<file path="config.mk">
export PLATFORM = sky130hd
export DESIGN_NAME = brush_stamper
export DESIGN_NICKNAME = d
export VERILOG_FILES = /design/src/rtl/brush_pkg.sv /design/src/rtl/brush_clip.sv /design/src/rtl/brush_stamper.sv
export SDC_FILE = /design/constraint.sdc
export NUM_CORES = 1
export LEC_CHECK = 0
export ABC_AREA = 1
export BUFFER_PORTS_ARGS = -buffer_cell sky130_fd_sc_hd__buf_2
export CAP_MARGIN = 25
export CORE_ASPECT_RATIO = 0.75
export CORE_MARGIN = 1.5
export CORE_UTILIZATION = 35
export CTS_CLUSTER_SIZE = 30
export DETAILED_ROUTE_END_ITERATION = 10
export PLACE_DENSITY = 0.51
export REMOVE_ABC_BUFFERS = 1
export SLEW_MARGIN = 5
export SYNTH_ARGS = -nofsm -noshare
export SYNTH_HDL_FRONTEND = slang
export SYNTH_HIERARCHICAL = 1
export SYNTH_SLANG_ARGS = --single-unit
</file>
<file path="constraint.sdc">
create_clock -name clk_in -period 2.6 [get_ports clk_in]
set_input_delay 0.13 -clock clk_in [delete_from_list [all_inputs] [get_ports clk_in]]
set_output_delay 0.13 -clock clk_in [all_outputs]
set_load 0.005 [all_outputs]
</file>
<file path="src/rtl/brush_pkg.sv">
// brush_pkg: shared event type, FSM states and canvas defaults for the
// brush stamping path.
package brush_pkg;

  localparam int CANVAS_W_DEF = 320;
  localparam int CANVAS_H_DEF = 180;

  localparam int X_W     = 10;
  localparam int Y_W     = 9;
  localparam int COLOR_W = 4;
  localparam int SW_W    = 3;

  // One brush event; the stroke width doubles as the stamp radius.
  typedef struct packed {
    logic [X_W-1:0]     x;
    logic [Y_W-1:0]     y;
    logic [COLOR_W-1:0] color;
    logic [SW_W-1:0]    sw;
  } brush_evt_t;

  typedef enum logic [1:0] {
    IDLE,
    LOAD,
    SWEEP
  } brush_state_t;

endpackage

</file>
<file path="src/rtl/brush_clip.sv">
// brush_clip: clips the (2r+1)x(2r+1) square centred on (x, y) to the
// canvas and flags stamps whose centre lies off the canvas as empty.
module brush_clip
  import brush_pkg::*;
#(
  parameter int CANVAS_W = CANVAS_W_DEF,
  parameter int CANVAS_H = CANVAS_H_DEF
) (
  input  logic [X_W-1:0]  i_x,
  input  logic [Y_W-1:0]  i_y,
  input  logic [SW_W-1:0] i_sw,
  output logic [X_W-1:0]  o_x0,
  output logic [X_W-1:0]  o_x1,
  output logic [Y_W-1:0]  o_y0,
  output logic [Y_W-1:0]  o_y1,
  output logic            o_empty
);

  localparam logic [X_W-1:0] X_LAST = X_W'(CANVAS_W - 1);
  localparam logic [Y_W-1:0] Y_LAST = Y_W'(CANVAS_H - 1);

  // The low edge can go below zero, so it is formed signed one bit wider;
  // the high edge can only overflow upwards, so one extra unsigned bit is enough.
  logic signed [X_W:0] w_xLo;
  logic signed [Y_W:0] w_yLo;
  logic        [X_W:0] w_xHi;
  logic        [Y_W:0] w_yHi;

  // Form the raw square edges and clamp each against the canvas.
  always_comb begin
    w_xLo = $signed({1'b0, i_x}) - $signed({{(X_W + 1 - SW_W){1'b0}}, i_sw});
    w_yLo = $signed({1'b0, i_y}) - $signed({{(Y_W + 1 - SW_W){1'b0}}, i_sw});
    w_xHi = {1'b0, i_x} + {{(X_W + 1 - SW_W){1'b0}}, i_sw};
    w_yHi = {1'b0, i_y} + {{(Y_W + 1 - SW_W){1'b0}}, i_sw};

    o_x0 = w_xLo[X_W] ? '0 : w_xLo[X_W-1:0];
    o_y0 = w_yLo[Y_W] ? '0 : w_yLo[Y_W-1:0];
    o_x1 = (w_xHi > {1'b0, X_LAST}) ? X_LAST : w_xHi[X_W-1:0];
    o_y1 = (w_yHi > {1'b0, Y_LAST}) ? Y_LAST : w_yHi[Y_W-1:0];

    // A centre off the canvas discards the whole stamp, even if part of
    // the square would still overlap the canvas.
    o_empty = (i_x > X_LAST) || (i_y > Y_LAST);
  end

endmodule

</file>
<file path="src/rtl/brush_stamper.sv">
// brush_stamper: captures local and remote brush events, arbitrates between
// them round-robin and sweeps each stamp out as one pixel write per handshake.
module brush_stamper
  import brush_pkg::*;
#(
  parameter int CANVAS_W = CANVAS_W_DEF,
  parameter int CANVAS_H = CANVAS_H_DEF,
  parameter int ADDR_W   = 16
) (
  input  logic               clk_in,
  input  logic               rst_in,
  input  logic [X_W-1:0]     loc_x_in,
  input  logic [Y_W-1:0]     loc_y_in,
  input  logic [COLOR_W-1:0] loc_color_in,
  input  logic [SW_W-1:0]    loc_sw_in,
  input  logic               loc_valid_in,
  input  logic [X_W-1:0]     rem_x_in,
  input  logic [Y_W-1:0]     rem_y_in,
  input  logic [COLOR_W-1:0] rem_color_in,
  input  logic [SW_W-1:0]    rem_sw_in,
  input  logic               rem_valid_in,
  output logic [ADDR_W-1:0]  wr_addr_out,
  output logic [COLOR_W-1:0] wr_color_out,
  output logic               wr_valid_out,
  input  logic               wr_ready_in,
  output logic               busy_out
);

  brush_state_t r_state;
  brush_state_t w_nextState;

  brush_evt_t w_locEvt;
  brush_evt_t w_remEvt;
  brush_evt_t r_locSlot;
  brush_evt_t r_remSlot;
  brush_evt_t r_locLast;
  brush_evt_t r_remLast;
  brush_evt_t r_evt;

  logic r_locPend;
  logic r_remPend;
  logic r_locLastVld;
  logic r_remLastVld;
  logic r_rrLocal;

  logic w_locDup;
  logic w_remDup;
  logic w_grantLoc;
  logic w_grantRem;

  logic [X_W-1:0] w_clipX0;
  logic [X_W-1:0] w_clipX1;
  logic [Y_W-1:0] w_clipY0;
  logic [Y_W-1:0] w_clipY1;
  logic           w_clipEmpty;

  logic [X_W-1:0] r_x0;
  logic [X_W-1:0] r_x1;
  logic [Y_W-1:0] r_y1;
  logic [X_W-1:0] r_cx;
  logic [Y_W-1:0] r_cy;

  logic              w_fire;
  logic              w_rowDone;
  logic              w_sweepDone;
  logic [ADDR_W-1:0] w_cxExt;
  logic [ADDR_W-1:0] w_cyExt;
  logic [ADDR_W-1:0] w_addr;

  assign w_locEvt = '{x: loc_x_in, y: loc_y_in, color: loc_color_in, sw: loc_sw_in};
  assign w_remEvt = '{x: rem_x_in, y: rem_y_in, color: rem_color_in, sw: rem_sw_in};

  // A repeat of the last stamped event from the same source adds nothing to
  // the canvas, so it is dropped before it reaches the pending slot.
  assign w_locDup = r_locLastVld && (w_locEvt == r_locLast);
  assign w_remDup = r_remLastVld && (w_remEvt == r_remLast);

  // Round-robin: r_rrLocal names the source preferred when both are pending.
  assign w_grantLoc = (r_state == IDLE) && r_locPend && (!r_remPend || r_rrLocal);
  assign w_grantRem = (r_state == IDLE) && r_remPend && !w_grantLoc;

  assign w_fire      = wr_valid_out && wr_ready_in;
  assign w_rowDone   = (r_cx == r_x1);
  assign w_sweepDone = w_rowDone && (r_cy == r_y1);

  brush_clip #(
    .CANVAS_W (CANVAS_W),
    .CANVAS_H (CANVAS_H)
  ) u_clip (
    .i_x     (r_evt.x),
    .i_y     (r_evt.y),
    .i_sw    (r_evt.sw),
    .o_x0    (w_clipX0),
    .o_x1    (w_clipX1),
    .o_y0    (w_clipY0),
    .o_y1    (w_clipY1),
    .o_empty (w_clipEmpty)
  );

  assign w_cxExt = ADDR_W'(r_cx);
  assign w_cyExt = ADDR_W'(r_cy);

  // The default 320-pixel row stride is 256 + 64, so it folds into two shifts.
  generate
    if (CANVAS_W == 320) begin : g_addrShift
      assign w_addr = (w_cyExt << 8) + (w_cyExt << 6) + w_cxExt;
    end else begin : g_addrMul
      assign w_addr = (w_cyExt * ADDR_W'(CANVAS_W)) + w_cxExt;
    end
  endgenerate

  // Capture strobes into the per-source slots and move the granted event into the stamp register.
  always_ff @(posedge clk_in or negedge rst_in) begin
    if (!rst_in) begin
      r_locSlot    <= '0;
      r_remSlot    <= '0;
      r_locLast    <= '0;
      r_remLast    <= '0;
      r_evt        <= '0;
      r_locPend    <= 1'b0;
      r_remPend    <= 1'b0;
      r_locLastVld <= 1'b0;
      r_remLastVld <= 1'b0;
      r_rrLocal    <= 1'b1;
    end else begin
      if (w_grantLoc) begin
        r_evt        <= r_locSlot;
        r_locPend    <= 1'b0;
        r_locLast    <= r_locSlot;
        r_locLastVld <= 1'b1;
        r_rrLocal    <= 1'b0;
      end else if (w_grantRem) begin
        r_evt        <= r_remSlot;
        r_remPend    <= 1'b0;
        r_remLast    <= r_remSlot;
        r_remLastVld <= 1'b1;
        r_rrLocal    <= 1'b1;
      end
      // Placed after the grant so a same-cycle strobe re-arms the slot.
      if (loc_valid_in && !w_locDup) begin
        r_locSlot <= w_locEvt;
        r_locPend <= 1'b1;
      end
      if (rem_valid_in && !w_remDup) begin
        r_remSlot <= w_remEvt;
        r_remPend <= 1'b1;
      end
    end
  end

  // Latch clipped bounds in LOAD, then walk the rectangle x-fastest on each accepted write.
  always_ff @(posedge clk_in or negedge rst_in) begin
    if (!rst_in) begin
      r_x0 <= '0;
      r_x1 <= '0;
      r_y1 <= '0;
      r_cx <= '0;
      r_cy <= '0;
    end else if (r_state == LOAD) begin
      r_x0 <= w_clipX0;
      r_x1 <= w_clipX1;
      r_y1 <= w_clipY1;
      r_cx <= w_clipX0;
      r_cy <= w_clipY0;
    end else if (r_state == SWEEP && w_fire && !w_sweepDone) begin
      if (w_rowDone) begin
        r_cx <= r_x0;
        r_cy <= r_cy + 1'b1;
      end else begin
        r_cx <= r_cx + 1'b1;
      end
    end
  end

  // State register.
  always_ff @(posedge clk_in or negedge rst_in) begin
    if (!rst_in) begin
      r_state <= IDLE;
    end else begin
      r_state <= w_nextState;
    end
  end

  // Next-state logic: grant, bound load, then sweep until the last corner is accepted.
  always_comb begin
    w_nextState = r_state;
    case (r_state)
      IDLE:    if (w_grantLoc || w_grantRem) w_nextState = LOAD;
      LOAD:    w_nextState = w_clipEmpty ? IDLE : SWEEP;
      SWEEP:   if (w_fire && w_sweepDone) w_nextState = IDLE;
      default: w_nextState = IDLE;
    endcase
  end

  // Outputs decode from the state alone, so an async reset clears them at once.
  always_comb begin
    wr_valid_out = 1'b0;
    wr_addr_out  = '0;
    wr_color_out = '0;
    busy_out     = 1'b0;
    case (r_state)
      LOAD: begin
        busy_out = 1'b1;
      end
      SWEEP: begin
        busy_out     = 1'b1;
        wr_valid_out = 1'b1;
        wr_addr_out  = w_addr;
        wr_color_out = r_evt.color;
      end
      default: begin
      end
    endcase
  end

endmodule
</file>
* After elaboration in Yosys (flattened, before gate mapping) *
Cells that the tools add are included.

storage, ports and cells
  register bits after elaboration = 185

cells by class
  $add $sub $neg = 8
  eq/ne operators = 9
  bitwise logic cells = 1
  reduce and logical (&&, ||, !) cells = 32
  $lt $le $gt $ge = 4
  mux-type cells = 27

operators by type and width
  operator                                                                          number
  26-bit == test                                                                    2
  26-bit two-way mux                                                                2
  10-bit two-way mux                                                                5
  9-bit two-way mux                                                                 5
  16-bit by 10-bit adder with 16-bit output                                         1
  16-bit by 15-bit adder with 16-bit output                                         1
  16-bit two-way mux                                                                1
  1-bit logical AND                                                                 13
  10-bit by 3-bit adder with 11-bit output                                          1
  11-bit by 9-bit greater-than comparator with 1-bit output, second input constant  1
  10-bit by 3-bit subtractor with 11-bit output                                     1
  10-bit by 1-bit adder with 10-bit output, second input constant                   1
  9-bit by 3-bit adder with 10-bit output                                           1
  10-bit == test                                                                    1
  10-bit by 8-bit greater-than comparator with 1-bit output, second input constant  1
  10-bit by 9-bit greater-than comparator with 1-bit output, second input constant  1
  2-bit nonzero test                                                                5
  9-bit by 3-bit subtractor with 10-bit output                                      1
  9-bit by 1-bit adder with 9-bit output, second input constant                     1
  9-bit == test                                                                     1
  9-bit by 8-bit greater-than comparator with 1-bit output, second input constant   1
  1-bit two-way mux                                                                 9
  2-bit AND reduction                                                               4
  2-bit two-way mux                                                                 3
  10 further kinds                                                                  18

* Logic depth before layout (Yosys ltp) *
Gate-level depths: netlist (run 1).

  depth in word-level cells = 8
  gate-level depth with buffers = 17

* Hierarchy *
The synthesis (run 1) kept the hierarchy.

modules (own cells, without submodules)
  module         cells each  area an instance (um^2)  times used  seq. area each (um^2)
  brush_stamper  1209        9389.0                   1           4630.7
  brush_clip     242         1320.0                   1           0.0

* Worst setup path before layout (run 1) *
OpenSTA, ideal clock, no wires.

  path kind = register to output
  start point = register r_cy[2]
  end point = output port wr_addr_out[13]
  buffers on the path = 1
  data arrival time = 2.204 ns
  setup slack = 0.266 ns
  cell stages (with the launch flop) = 12
  path through = dfrtp_1 -> clkbuf_2 -> inv_1 -> fa_1 -> fa_1 -> o21ai_0 -> a21oi_1 -> nor2_1 -> nor2_1 -> nand2_1 -> nand2_1 -> nor2_1

on the way
  cells in the longest elaborated chain, start to end = 3

RTL lines
  item                                       line                  source
  start: declaration                         brush_stamper.sv:61   logic [Y_W-1:0] r_cy;
  start signal: assignment                   brush_stamper.sv:164  r_cy <= w_clipY0;
  start signal: assignment                   brush_stamper.sv:168  r_cy <= r_cy + 1'b1;
  16-bit by 15-bit adder with 16-bit output  brush_stamper.sv:106  assign w_addr = (w_cyExt << 8) + (w_cyExt << 6) + w_cxExt;
  16-bit by 10-bit adder with 16-bit output  brush_stamper.sv:106
  16-bit two-way mux                         brush_stamper.sv:201  case (r_state)
  end: declaration                           brush_stamper.sv:22   output logic [ADDR_W-1:0] wr_addr_out,

Every way passes these cells.

* Final worst setup path (run 1) *
  start point = register r_cx[7]
  end point = output port wr_addr_out[15]

on the way
  cells in the longest elaborated chain, start to end = 2

RTL lines
  item                                       line                  source
  start: declaration                         brush_stamper.sv:60   logic [X_W-1:0] r_cx;
  start signal: assignment                   brush_stamper.sv:163  r_cx <= w_clipX0;
  start signal: assignment                   brush_stamper.sv:167  r_cx <= r_x0;
  start signal: assignment                   brush_stamper.sv:170  r_cx <= r_cx + 1'b1;
  16-bit by 10-bit adder with 16-bit output  brush_stamper.sv:106
  16-bit two-way mux                         brush_stamper.sv:201

Every way passes these cells.

==> results of run 1 <==
## layer usage
layer | up-vias | part of all wire (%)
li1 | 4827 | -
met1 | 4434 | 53
met2 | 205 | 43
met3 | 18 | 3.9
met4 | 0 | 0.73
met5 | - | 0
## power by group through the flow
stage	logic, mW	registers (mW)	clock network [mW]
global route	8.77	4.96	2.93
CTS	7.57	4.79	2.80
finish	7.63	4.80	2.74
detailed placement	7.08	4.83	0
global placement	7.02	4.82	0
floorplan	4.94	4.62	0
## sequential cells by signal (all words and copies together) (netlist names), 10 cells and up
register   cells
r_remLast     26
r_cx          10
r_x1          10
r_locLast     26
r_locSlot     26
r_evt         26
r_x0          10
r_remSlot     26
## cell type report
class | instances | area [um2]
Clock inverter | 13 | 164
Inverter | 158 | 597
Clock buffer | 19 | 443
Multi-Input combinational cell | 1059 | 5340
Fill cell | 3114 | 17200
Tap cell | 399 | 499
Timing Repair Buffer | 168 | 1220
Sequential cell | 185 | 4640
## repair_timing
item / CTS / global route
pin swaps: 11 / 7
hold buffers: 53 / 0
resized for setup: 22 / 11
cloned: 0 / 0
hold endpoints to repair: 116 / 0
buffers inserted: 4 / 3
endpoints found under the setup margin: 6 / 12
## critical path, stage by stage, from the launching register on
cell and delay, ns:
dfrtp_1 0.44, ha_4 0.30, ha_4 0.14, inv_1 0.06, fa_2 0.40, o21ai_4 0.21
buf_4 0.14, nand2_2 0.05, nand3_1 0.08, nand2_1 0.05, nor2_1 0.08, buf_2 0.11
## cells in the final DEF, fill, tap and decap left out, types with 3 or more instances in the layout
cell type      count
xor2_1            32
buf_4             35
inv_2              9
nand2_1          551
o22ai_1            3
nor3_1             8
o21ai_1            3
or2_2             12
nand2_4            5
o21ai_0           78
clkinvlp_4         3
inv_1            148
nor2_2             8
dlygate4sd3_1     53
ha_4               6
nor3_2             4
buf_2             77
ha_1              25
nand2_2           11
a21oi_1           21
inv_8              4
dfrtp_2            5
fa_1               6
nor2_1            79
xnor2_1           13
clkbuf_16         17
nand4_1           10
dfrtp_1          179
a21oi_2            3
nand3_1          159
## worst max-delay path by stage
stage	start	to	depth (start not counted)
floorplan	r_state[1]$_DFFE_PN0P_	r_cy[5]$_DFFE_PN0P_	7
global placement	r_cx[8]$_DFFE_PN0P_	wr_addr_out[13]	12
detailed placement	r_evt[0]$_DFFE_PN0P_	r_x1[5]$_DFFE_PN0P_	11
CTS	r_cy[1]$_DFFE_PN0P_	wr_addr_out[13]	11
global route	r_cy[2]$_DFFE_PN0P_	wr_addr_out[13]	11
finish	r_cx[7]$_DFFE_PN0P_	wr_addr_out[15]	11
## through the flow
| stage | util [%] | TNS [ns] |
|---|---|---|
| 4_1_cts | 42.6 | -0.0598 |
| 5_1_grt | 42.8 | -0.872 |
| 6_report | 42.8 | -0.0967 |
| 3_5_place_dp | 38.4 | 0 |
| 2_1_floorplan | - | -4.11 |
| 3_3_place_gp | 38.4 | 0 |
## cells by family after synthesis
logic type | Yosys count | share of synthesized area [%]
flops | 185 | 43.2
xor+xnor | 45 | 3.68
compound gates | 116 | 5.69
fa+ha+maj | 40 | 5.16
simple gates | 856 | 33.9
buf+inv | 208 | 8.25
other cells | 1 | 0.0350
==> impl_metrics.tcl, run 1 <==
set metrics [dict create \
    final_antenna_net_count 0 \
    root_buffer "clkbuf_16" \
    yosys.area.top_type_share_pct 43.0 \
    rr_endpoint "r_x1[5]$_DFFE_PN0P_" \
    numPortBuffers 78 \
    worstHoldStart "loc_valid_in" \
    synth-edff-count 0 \
    endpoint_kind "output pin" \
    maxSlewViolCount 0 \
    grt.total_usage_pct 19.8 \
    ys_warn_count 6 \
    use_met2_pct 29.7 \
    layout.cells.non_filler 2001 \
    clockBufferDepth 2 \
    cp_max_fo 4 \
    internal_power_mw 8.26 \
    cts_buffers 17 \
    switchingPower_mw 6.91 \
    num_io_pins 79 \
    holdPathStages 3 \
    async_flop_share_pct 100 \
    num_antenna_cells 0 \
    finalHoldViolCount 0 \
    die_h_um 154 \
    slew_headroom_pct 56.2 \
    swShare_pct 45.5 \
    grt_pass1_wl_mm 48.8 \
    grtUsageMet3_pct 3.12 \
    setup_viol 2 \
    finish.instance_area_mm2 0.0129 \
    placed_area_mm2 0.0116 \
    min_period_ns 2.65 \
    rsz0062_at_grt "yes" \
    synthCells 1451 \
    yosysMostFrequentCell "nand2_1" \
    syn-mean-instance-area_um2 7.38 \
    synth.distinct_cells 44 \
    ys_ff_latch 185 \
    cts_tree "done" \
    failed_checks "setup timing" \
    timing.fmax_ghz 0.377 \
    core_area_mm2 0.0301 \
    fin_nets 1686 \
    syn_area_mm2 0.0107 \
    finalPower_mw 15.2 \
    comb_power_share_pct 50.3 \
    first_iter_violations 567 \
    dieArea_mm2 0.0317 \
    r2r_cells 11 \
    whs_ns 0.0133 \
    syn2layout_area_growth_pct 20.4 \
    status "finished, violations left" \
    globalRouteMet1Util_pct 29.9 \
    clock_latency_ns 0.45 \
    hpwl_mm 21.6 \
    cap_violations 0 \
    antenna_found_initial 0 \
    die_x_um 205 \
    worst_slack_ns -0.0495 \
    synth-main-ff-cell "dfrtp_1" \
    hold_end "r_locPend$_DFFE_PN0P_" \
    fin_skew_ns 0.00892 \
    p_seq_share_pct 31.6 \
    rows 55 \
    power.leakage_nw 6.87 \
    grt_max_degree 70 \
    clockPowerShare_pct 18.1 \
    vias 9484 \
    overflow 0 \
    tightest_slew_ns 0.657 \
    reg2reg_from "r_evt[0]$_DFFE_PN0P_" \
    worstSetupPathType "reg2out" \
    totalWireLength_mm 29.7 \
    synth-seq-area-share_pct 43.2 \
    grt_pass1_vias 9055 \
    remaining_drc_errors 0 \
    gp_congestion 0.869 \
    busiest_layer "met1" \
    synth_common_cells "nand2_1 (555), dfrtp_1 (184), nand3_1 (159), inv_1 (151), o21ai_0 (81)" \
    clock-sinks 185 \
    synthTopCellsByArea "dfrtp_1 (43%), nand2_1 (19%), nand3_1 (7.4%), inv_1 (5.3%), ha_1 (3.9%)" \
    hold_class "in2reg" \
    cts.clk_slew.worst_paths_ns 0.07 \
    min_period_over_period_pct 102 \
    dr.pass1.iters 5 \
    drive_above_1_share_pct 13.9 \
    required_ns 2.47 \
    preCtsSetupSlack_ns 0.206 \
    r2r_slack_ns 0.24 \
    arrival_ns 2.52 \
    start_kind "flip-flop" \
    yosys.area.top_type "dfrtp_1" \
    start_util_pct 35.5 \
    dp.cells 1910 \
    ir_worst_vdd_mv 0.480 \
    powerDensity_mw_per_mm2 1180 \
    wl_per_cell_um 14.8 \
    h-tree-depth 4 \
    vias_per_cell 4.74 \
]
No activity file was read; power rests on OpenSTA's default activity.
==> run 2: changes to the inputs <==
Settings changed: HOLD_SLACK_MARGIN set to 0.15.
==> run 2 against run 1 <==
The flow still finishes with violations (setup timing). Setup slack worse by 0.0015 ns. Via count is essentially flat. Sequential share of layout area shrank 0.11 points. Clock power about the same. Hold slack improved by 0.17 ns. Critical path type unchanged. Critical endpoint unchanged. Largest power group unchanged.
==> impl_metrics.tcl, run 2 (synthesis gave the netlist of run 1 again) <==
set metrics [dict create \
    r2r_slack_ns 0.24 \
    gp_congestion 0.869 \
    remaining_drc_errors 0 \
    layout.cells.most_common "nand2_1" \
    rsz0062_at_grt "yes" \
    final_util_pct 42.9 \
    dieArea_mm2 0.0317 \
    maxSlewViolCount 0 \
    min_period_ns 2.65 \
    preCtsSetupSlack_ns 0.206 \
    drive_above_1_share_pct 13.9 \
    vias 9491 \
    totalWireLength_mm 29.8 \
    grt_pass1_vias 9072 \
    syn2layout_area_growth_pct 20.8 \
    tightest_slew_ns 0.657 \
    fin_skew_ns 0.00674 \
    layout_common_cells "nand2_1 (551), dfrtp_1 (179), nand3_1 (159)" \
    crit_chain "ha_4 -> ha_4 -> inv_1 -> fa_2 -> o21ai_4 -> buf_4 -> nand2_2 -> nand3_1 -> nand2_1 -> nor2_1 -> buf_2" \
    slew_headroom_pct 56.2 \
    die_h_um 154 \
    max_stage_delay_ns 0.44 \
    worstSetupPathType "reg2out" \
    hold_class "in2reg" \
    timing.fmax_ghz 0.377 \
    worstSetupStartpoint "r_cx[7]$_DFFE_PN0P_" \
    rows 55 \
    core_area_mm2 0.0301 \
    setup_viol 2 \
    cap_violations 0 \
    grt_max_degree 70 \
    power.leakage_nw 6.88 \
    wl_per_cell_um 14.8 \
    fin_setup_tns_ns -0.100 \
    min_period_over_period_pct 102 \
    fin_nets 1690 \
    ir_worst_vdd_mv 0.480 \
    cts_tree "done" \
    clockBufferDepth 2 \
    die_x_um 205 \
    overflow 0 \
    finalHoldViolCount 0 \
    final_antenna_net_count 0 \
    root_buffer "clkbuf_16" \
    grt.total_usage_pct 19.9 \
    reg2reg_from "r_evt[0]$_DFFE_PN0P_" \
    start_kind "flip-flop" \
    layout.cells.non_filler 2005 \
    powerDensity_mw_per_mm2 1170 \
    required_ns 2.47 \
    whs_ns 0.182 \
    num_antenna_cells 0 \
    vias_per_cell 4.73 \
    status "finished, violations left" \
    clock-sinks 185 \
    numPortBuffers 78 \
    hpwl_mm 21.6 \
    worstHoldStart "wr_ready_in" \
    endpoint_kind "output pin" \
    start_util_pct 35.5 \
    failed_checks "setup timing" \
    dr.pass1.iters 6 \
    clock_latency_ns 0.45 \
    first_iter_violations 604 \
    slowest_stage "dfrtp_1" \
    cp_max_fo 4 \
    worst_slack_ns -0.0510 \
    arrival_ns 2.52 \
    cts_buffers 17 \
    dp.cells 1910 \
    fillers 3114 \
    path_common_cell "ha_4" \
    h-tree-depth 4 \
    cts.clk_slew.worst_paths_ns 0.07 \
    grt_pass1_wl_mm 48.9 \
    antenna_found_initial 0 \
    num_io_pins 79 \
]
run 2: layer usage:
metal,up-vias,global-route usage [%],share of wire (%)
met3,22,3.12,3.8
met4,0,4.34,0.78
met1,4457,29.9,52
li1,4832,-,-
met5,-,0,0
met2,180,29.8,43
run 2: area by class of cell:
cell class	count	area (um2)	share of cell area, %
Clock buffer	19	443	3.42
Clock inverter	13	164	1.27
Inverter	158	597	4.61
Multi-Input combinational cell	1059	5340	41.2
Sequential cell	185	4640	35.8
Tap cell	399	499	3.86
Timing Repair Buffer	172	1260	9.77
run 2: worst max-delay path, delay by kind of cell (launching register included):
family	cells	cell delay [ns]
adder cells (fa/ha/maj)	3	0.84
AO/OA/AOI/OAI	1	0.21
flip-flops	1	0.44
AND/OR/NAND/NOR	4	0.26
buffers and inverters	3	0.31
run 2: repair_timing:
action	4_1_cts	5_1_grt
hold buffers	57	0
endpoints found under the setup margin	6	12
pin swaps	11	7
gates resized for setup	22	11
setup buffers	4	3
hold endpoints to repair	117	0
run 2: path summary, 6_finish.rpt:
check                                            to  depth (start not counted)
max                                 wr_addr_out[15]                         11
min                          r_state[1]$_DFFE_PN0P_                          5
max reg2reg                     r_x1[5]$_DFFE_PN0P_                         11
min reg2reg                r_locLastVld$_DFFE_PN0N_                          2
max in group asynchronous     r_evt[18]$_DFFE_PN0P_                          3
min in group asynchronous       r_x0[5]$_DFFE_PN0P_                          2
run 2: report_power, final:
part           switching [mW]  leakage (nW)  internal [mW]  total [mW]
registers               0.879          2.29           3.92        4.80
clock network            1.26         0.294           1.48        2.74
logic                    4.77          4.30           2.87        7.65
total                    6.91          6.88           8.27        15.2
run 2: through the flow:
stage          power [mW]  instance area, um2
6_report             15.2               12900
5_1_grt              16.7               12900
4_1_cts              15.2               12900
3_5_place_dp         11.9               11600
3_3_place_gp         11.8               11600
2_1_floorplan        9.56               10400
==> run 3: changes to the inputs <==
Settings changed: CORE_UTILIZATION 35 to 45, PLACE_DENSITY 0.51 to 0.62.
==> run 3 against run 2 <==
The flow still finishes with violations (setup timing). Cell area fell by 1.5%. Critical path depth fell by 1. Via count rose by 1.2%. Sequential cell count did not move. Sequential power barely moved. Combinational power fell by 1%. Register-to-register slack got worse by 0.02 ns. Final cell count fell by 5.3%. Critical endpoint is now wr_addr_out[11]. Largest power group unchanged.
==> impl_metrics.tcl, run 3 (synthesis gave the netlist of run 1 again) <==
set metrics [dict create \
    totalWireLength_mm 28.7 \
    die_h_um 137 \
    clock_latency_ns 0.44 \
    cts.clk_slew.worst_paths_ns 0.07 \
    fin_skew_ns 0.0107 \
    slowest_stage "fa_1" \
    clockBufferDepth 2 \
    status "finished, violations left" \
    cap_violations 0 \
    slew_headroom_pct 58.3 \
    num_antenna_cells 0 \
    num_io_pins 79 \
    grt_max_degree 62 \
    vias 9604 \
    endpoint_kind "output pin" \
    h-tree-depth 4 \
    fin_nets 1683 \
    finish.instance_area_mm2 0.0127 \
    first_iter_violations 786 \
    core_area_mm2 0.0232 \
    hold_class "in2async" \
    root_buffer "clkbuf_16" \
    rsz0062_at_grt "yes" \
    start_kind "flip-flop" \
    power.leakage_nw 6.86 \
    hpwl_mm 20.3 \
    wl_per_cell_um 15.1 \
    numPortBuffers 78 \
    grt.total_usage_pct 24.2 \
    tightest_slew_ns 0.626 \
    required_ns 2.47 \
    finalHoldViolCount 0 \
    whs_ns 0.226 \
    fillers 2245 \
    ff_latch_area_mm2 0.00464 \
    powerDensity_mw_per_mm2 1190 \
    crit_chain "inv_1 -> fa_1 -> fa_2 -> o21ai_2 -> buf_6 -> buf_4 -> buf_6 -> o21ai_1 -> a21oi_1 -> buf_2" \
    multiInputGateArea_mm2 0.00532 \
    timing.fmax_ghz 0.381 \
    overflow 0 \
    cts_buffers 17 \
    max_stage_delay_ns 0.52 \
    path_common_cell "buf_6" \
    dieArea_mm2 0.0247 \
    antenna_found_initial 0 \
    maxSlewViolCount 0 \
    cts_tree "done" \
    dr.pass1.iters 5 \
    min_period_over_period_pct 101 \
    min_period_ns 2.63 \
    grt_pass1_vias 8927 \
    rows 48 \
    cp_max_fo 3 \
    die_x_um 181 \
    ir_worst_vdd_mv 0.695 \
    preCtsSetupSlack_ns 0.219 \
    clock-sinks 185 \
    worstSetupPathType "reg2out" \
    remaining_drc_errors 0 \
    layout.cells.most_common "nand2_1" \
    final_util_pct 55.0 \
    drive_above_1_share_pct 13.4 \
    gp_congestion 0.865 \
    setup_viol 2 \
    syn2layout_area_growth_pct 19.0 \
    worst_slack_ns -0.0260 \
    failed_checks "setup timing" \
    vias_per_cell 5.06 \
    layout_common_cells "nand2_1 (552), dfrtp_1 (180), nand3_1 (159)" \
    final_antenna_net_count 0 \
    arrival_ns 2.50 \
    grt_pass1_wl_mm 46.7 \
    start_util_pct 46.2 \
    placed_area_mm2 0.0114 \
]
[run 3: cell count changes in the layout (fill, tap and decap cells not counted), moves of 2 or more]
cell,previous run,this run
clkinv_4,2,0
inv_8,4,1
dlygate4sd3_1,57,54
buf_4,35,30
ha_1,25,27
inv_6,0,3
ha_2,2,0
[run 3: report_power, final]
group / internal [mW] / total (mW) / switching [mW] / leakage [nW]
clock network: 1.58 / 2.78 / 1.21 / 0.295
registers: 3.92 / 4.78 / 0.854 / 2.29
logic: 2.80 / 7.55 / 4.76 / 4.28
[run 3: layer usage]
metal	wire length, um	vias up	global-route usage, %
li1	-	4812	-
met2	12100	221	36.2
met1	15000	4555	37.0
met3	1400	16	3.62
met4	203	0	5.42
met5	0	-	0
[run 3: path summary, 6_finish.rpt]
path                                     startpoint                   endpoint  slack, ns  cells after the start
min reg2reg                r_locLastVld$_DFFE_PN0N_   r_locLastVld$_DFFE_PN0N_       0.46                      2
max in group asynchronous                    rst_in       r_evt[0]$_DFFE_PN0P_       1.57                      3
min                                          rst_in  r_remSlot[24]$_DFFE_PN0P_       0.23                      2
min in group clk_in                    loc_valid_in  r_locSlot[20]$_DFFE_PN0P_       0.24                      4
max reg2reg                    r_evt[0]$_DFFE_PN0P_        r_y1[3]$_DFFE_PN0P_       0.22                     15
max                             r_cy[0]$_DFFE_PN0P_            wr_addr_out[11]      -0.03                     10
[run 3: critical path, delay by kind of cell, from the launching register on]
family | cells | cell delay [ns]
AOI/OAI and AO/OA | 3 | 0.31
DFF | 1 | 0.36
buffers and inverters | 5 | 0.49
adders and majority gates | 2 | 0.89
[run 3: cell type report]
class / instances / area share (%)
clock inverters: 12 / 1.26
repair buffers: 165 / 9.47
clock buffers: 20 / 3.58
well taps: 300 / 2.95
inverters: 158 / 4.65
flip-flops and latches: 185 / 36.4
multi-input cells: 1059 / 41.7
[run 3: metrics by stage]
stage	TNS (ns)	power (mW)	cells
floorplan	-4.11	9.56	1402
finish	-0.0501	15.1	1899
global placement	0	11.7	1806
global route	-0.840	16.5	1899
detailed placement	0	11.8	1806
CTS	-0.0618	15.0	1896
[run 3: timing repair]
item / CTS / global route
setup endpoints to repair: 6 / 19
pin swaps: 7 / 5
hold endpoints to repair: 129 / 0
setup buffers: 4 / 3
gates resized for setup: 18 / 12
hold buffers: 54 / 0
gates cloned: 0 / 0
